--- config.mk ---
export PLATFORM = sky130hd
export DESIGN_NAME = scan_reg_bank
export DESIGN_NICKNAME = d
export VERILOG_FILES = /design/src/rtl/scan_reg_bank.sv
export SDC_FILE = /design/constraint.sdc
export NUM_CORES = 1
export LEC_CHECK = 0
export ABC_AREA = 1
export CORE_MARGIN = 4
export CORE_UTILIZATION = 30
export DETAILED_ROUTE_END_ITERATION = 10
export PLACE_DENSITY = 0.71
export REMOVE_ABC_BUFFERS = 1
export SETUP_SLACK_MARGIN = 0.05
export SLEW_MARGIN = 10
export SYNTH_ARGS = -nofsm -noshare
export SYNTH_HDL_FRONTEND = slang
export SYNTH_SLANG_ARGS = --single-unit
--- constraint.sdc ---
create_clock -name CLK -period 1.1 [get_ports CLK]
set_input_delay 0.165 -clock CLK [delete_from_list [all_inputs] [get_ports CLK]]
set_output_delay 0.165 -clock CLK [all_outputs]
set_load 0.02 [all_outputs]
--- src/rtl/scan_reg_bank.sv ---
// scan_reg_bank
//   Multi-bit scan register bank: asynchronous active-high reset to a
//   per-bit value, functional parallel load, and CHAINS independent scan
//   chains of length L = WIDTH/CHAINS that shift toward the LSB.
//
// Parameters
//   WIDTH      total register bits (>= 1)
//   CHAINS     number of scan chains (must divide WIDTH)
//   RESET_VAL  value loaded into Q while RST is high
//
// Ports
//   CLK         rising-edge clock
//   RST         asynchronous reset, active-high
//   D           functional parallel data
//   EN          functional load enable
//   SE          scan enable, overrides EN
//   SI          serial scan input, one bit per chain
//   Q           register state
//   QN          combinational inverse of Q
//   SO          serial scan output, one bit per chain (Q[c*L])
//   SHIFT_DONE  one-cycle registered pulse after L consecutive shift edges
//
// Build option
//   SCAN_REG_BANK_LOCKUP_EN  when defined, SO passes through a negedge
//                            lockup stage so it changes half a cycle after Q.
module scan_reg_bank #(
    parameter int unsigned      WIDTH     = 8,
    parameter int unsigned      CHAINS    = 1,
    parameter logic [WIDTH-1:0] RESET_VAL = '0
) (
    input  logic              CLK,
    input  logic              RST,
    input  logic [WIDTH-1:0]  D,
    input  logic              EN,
    input  logic              SE,
    input  logic [CHAINS-1:0] SI,
    output logic [WIDTH-1:0]  Q,
    output logic [WIDTH-1:0]  QN,
    output logic [CHAINS-1:0] SO,
    output logic              SHIFT_DONE
);

    localparam int unsigned L     = WIDTH / CHAINS;
    localparam int unsigned CNT_W = $clog2(L + 1);

    generate
        if (WIDTH < 1 || CHAINS < 1 || (WIDTH % CHAINS) != 0) begin : g_bad_cfg
            $error("scan_reg_bank: WIDTH must be >= 1 and a multiple of CHAINS");
        end
    endgenerate

    logic [WIDTH-1:0]  q_q, q_d;
    logic [WIDTH-1:0]  shift_val;
    logic [CNT_W-1:0]  cnt_q, cnt_d;
    logic              done_q, done_d;
    logic [CHAINS-1:0] so_base;

    // Per-chain shift toward the LSB; SI[c] enters the chain's top bit.
    always_comb begin
        shift_val = q_q;
        for (int unsigned c = 0; c < CHAINS; c++) begin
            for (int unsigned i = 0; i + 1 < L; i++) begin
                shift_val[c*L + i] = q_q[c*L + i + 1];
            end
            shift_val[c*L + L - 1] = SI[c];
        end
    end

    // Ternary selection lets an X on SE/EN propagate into the affected bits.
    always_comb begin
        q_d    = SE ? shift_val : (EN ? D : q_q);
        cnt_d  = '0;
        done_d = 1'b0;
        if (SE) begin
            // Counter wraps instead of holding L; the wrap edge raises the pulse.
            if (cnt_q == CNT_W'(L - 1)) begin
                cnt_d  = '0;
                done_d = 1'b1;
            end else begin
                cnt_d = cnt_q + CNT_W'(1);
            end
        end
    end

    always_ff @(posedge CLK or posedge RST) begin
        if (RST) begin
            q_q    <= RESET_VAL;
            cnt_q  <= '0;
            done_q <= 1'b0;
        end else begin
            q_q    <= q_d;
            cnt_q  <= cnt_d;
            done_q <= done_d;
        end
    end

    always_comb begin
        so_base = '0;
        for (int unsigned c = 0; c < CHAINS; c++) begin
            so_base[c] = q_q[c*L];
        end
    end

`ifdef SCAN_REG_BANK_LOCKUP_EN
    function automatic logic [CHAINS-1:0] so_reset_val();
        logic [CHAINS-1:0] v;
        v = '0;
        for (int unsigned c = 0; c < CHAINS; c++) begin
            v[c] = RESET_VAL[c*L];
        end
        return v;
    endfunction

    localparam logic [CHAINS-1:0] SO_RST = so_reset_val();

    logic [CHAINS-1:0] so_q;

    // Falling-edge capture gives half a cycle of hold margin to the next chain.
    always_ff @(negedge CLK or posedge RST) begin
        if (RST) begin
            so_q <= SO_RST;
        end else begin
            so_q <= so_base;
        end
    end

    assign SO = so_q;
`else
    assign SO = so_base;
`endif

    assign Q          = q_q;
    assign QN         = ~q_q;
    assign SHIFT_DONE = done_q;

endmodule

==> flow_metrics.env <==
export IMPL_yosys_register_bits=13
export IMPL_async_set_or_reset_flop_fraction_in_the_synthesized_netlist_pct=100
export IMPL_ioPinCount=31
export IMPL_layoutNonFillerInstCount=163
export IMPL_worst_clock_skew_on_the_final_layout_ps=1.67
export IMPL_cts_tree="yes"
export IMPL_per_instance_average_area_after_synthesis_um2=8.41
export IMPL_portion_of_synthesized_cell_area_occupied_by_the_leading_cell_type_pct=46.6
export IMPL_cp_max_fo=3
export IMPL_ys_types=14
export IMPL_globalRouteOverflowTotal=0
export IMPL_timing_worst_setup_path_type="reg2out"
export IMPL_io_buffers=30
export IMPL_cts_root_to_sink_buffers=2
export IMPL_worstSetupStartpointType="flip-flop"
export IMPL_cts_htree_levels=1
export IMPL_postRouteAntennaNets=0
export IMPL_layout_filler_cells=234
export IMPL_register_area_share_after_synthesis_pct=46.6
export IMPL_cts_root_buffer_cell="sky130_fd_sc_hd__clkbuf_4"
export IMPL_max_vdd_ir_drop_uv=818
export IMPL_timing_final_crit_period_ps=1040
export IMPL_synthesis_instances=83
export IMPL_routed_wire_length_per_instance_um=10.1
export IMPL_antenna_diode_count=0
export IMPL_final_replace_weighted_congestion=0.733
export IMPL_post_synth_instance_area_um2=698
export IMPL_timing_final_max_slew_violations=0
export IMPL_initial_core_util_pct=31.6
export IMPL_detailedPlace_worstSlack_ps=-155
export IMPL_grt_setup_unrepaired="yes"
export IMPL_clk_latency_ps=270
export IMPL_finalCoreUtilization_pct=52.0
export IMPL_grt_start_max_net_pins=14
export IMPL_max_cap_viol_count=0
export IMPL_track_usage_pct=10.9
export IMPL_worst_hold_path_type="in2async"
export IMPL_max_slew_margin_rel_pct=86.1
export IMPL_drt_pass1_iterations=3
export IMPL_detailedPlacementHpwl_mm=1.22
export IMPL_placementRows=17
export IMPL_final_setup_worst_slack_ps=58.5
export IMPL_detailedRoute_firstIterationViolations=2
export IMPL_antenna_found_initial=0
export IMPL_crit_path_end_kind="output pin"
export IMPL_flow_area_growth_from_synthesis_pct=64.7
export IMPL_synth_most_common_cell="sky130_fd_sc_hd__nand2_1"
export IMPL_synth_warnings=0
export IMPL_top_cells_by_instance_count_after_synthesis="sky130_fd_sc_hd__nand2_1 (27), sky130_fd_sc_hd__dfrtp_1 (13), sky130_fd_sc_hd__inv_1 (12)"
export IMPL_fp_dieArea_um2=3160
export IMPL_layout_drive_gt1_share_pct=44.4
export IMPL_synth_edff_count=0
export IMPL_synthFlopType="sky130_fd_sc_hd__dfrtp_1"
export IMPL_yosys_area_top_type="sky130_fd_sc_hd__dfrtp_1"
export IMPL_final_hold_violation_count=0
export IMPL_die_width_um=56.2
export IMPL_worst_endpoint_arrival_ps=880
export IMPL_total_leakage_power_nw=0.614
export IMPL_tightestPinTransition_ps=208
export IMPL_total_clock_buffers_created_by_cts=3
export IMPL_coreArea_um2=2210
export IMPL_placedCellCount=153
export IMPL_cp_data_required_time_ps=940
export IMPL_grt_pass1_vias=659
export IMPL_highest_achievable_clock_rate_ghz=0.960
export IMPL_post_synth_main_area_contributors="sky130_fd_sc_hd__dfrtp_1 (47%), sky130_fd_sc_hd__nand2_1 (15%), sky130_fd_sc_hd__o21ai_2 (8.8%)"
export IMPL_route_detailed_vias_per_inst=4.19
export IMPL_cts_num_sinks=13
export IMPL_grt_pass1_wl_mm=2.73
export IMPL_design_final_nets=150
export IMPL_fp_dieH_um=56.2
export IMPL_fin_hold_ws_ps=169
export IMPL_vias=683
export IMPL_power_density_nw_per_um2=1220
export IMPL_cts_clk_slew_worst_paths_ps=80
export IMPL_wirelength_mm=1.64
export IMPL_setup_tns_ps=0
export IMPL_min_period_over_period_pct=94.7
export IMPL_setup_viol_count_final=0
export IMPL_drc=0
export IMPL_outcome="finished clean"
[final cells by class]
class	count	area (um2)	share of cell area (%)
inverter	14	62.6	5.44
clock buffer	4	26.3	2.29
multi-input combinational	53	277	24.0
tap	28	35.0	3.05
sequential	13	325	28.3
timing repair buffer	51	424	36.9
[logic make-up (layout without fill, tap and decap cells)]
logic type	after synthesis	after routing	share of synthesized area, %
xor gates and xnor gates	1	1	1.25
buffers and inverters	17	69	14.5
AOI/OAI and AO/OA	7	7	8.78
DFF	13	13	46.6
and+or+nand+nor	44	44	27.1
adders and majority gates	1	1	1.79
[path summary, 6_finish.rpt]
| check | start | end | slack, ps | cells past startpoint |
|---|---|---|---|---|
| setup reg to reg | Q[2] | Q[1] | 120 | 6 |
| setup / recovery | Q[6] | QN[6] | 60 | 2 |
| max in group asynchronous | RST | Q[4] | 770 | 3 |
| hold / removal | RST | SHIFT_DONE | 170 | 3 |
| min in group CLK | SI | Q[7] | 460 | 3 |
| hold reg to reg | Q[5] | Q[5] | 530 | 2 |
[critical path: stages, from the launching register on]
cell and delay [ps]:
sky130_fd_sc_hd__dfrtp_1 420, sky130_fd_sc_hd__inv_2 80, sky130_fd_sc_hd__buf_6 110
[timing repair]
action / in CTS / in global routing
buffers inserted: 1 / 5
resized for setup: 92 / 6
hold buffers: 0 / 0
setup endpoints to repair: 19 / 14
[registers in the layout, summed over array words and instances (netlist names)]
name	cells
Q	8
SHIFT_DONE	1
cnt_q	4
[stage by stage]
step	area, um2	total power [mW]
floorplan	659	0.788
global placement	1110	1.09
detailed placement	1110	1.10
CTS	1100	1.37
global route	1150	1.49
finish	1150	1.41
[power by group]
part           internal, mW  switching (mW)  leakage, nW
clock network         0.140           0.155       0.0150
registers             0.522          0.0401        0.161
logic                 0.286           0.261        0.437
total                 0.949           0.457        0.614
[metal layers]
metal  global-route usage [%]  share of wire, %
met1                     12.3                41
met2                     18.5                51
met3                     2.09               5.6
met4                     6.78               2.1
met5                        0                 0
[layout by cell type (no fill, tap or decap)]
master	n
sky130_fd_sc_hd__buf_2	9
sky130_fd_sc_hd__buf_4	21
sky130_fd_sc_hd__buf_6	9
sky130_fd_sc_hd__clkbuf_1	1
sky130_fd_sc_hd__clkbuf_4	3
sky130_fd_sc_hd__clkdlybuf4s50_1	12
sky130_fd_sc_hd__dfrtp_1	13
sky130_fd_sc_hd__ha_1	1
sky130_fd_sc_hd__inv_1	5
sky130_fd_sc_hd__inv_2	7
sky130_fd_sc_hd__inv_6	2
sky130_fd_sc_hd__nand2_1	27
sky130_fd_sc_hd__nand2_8	1
sky130_fd_sc_hd__nand3_1	3
sky130_fd_sc_hd__nand3_2	1
sky130_fd_sc_hd__nand4_1	1
sky130_fd_sc_hd__nor2_1	11
sky130_fd_sc_hd__o21ai_2	7
sky130_fd_sc_hd__xnor2_1	1
(Power assumes the default switching activity.)
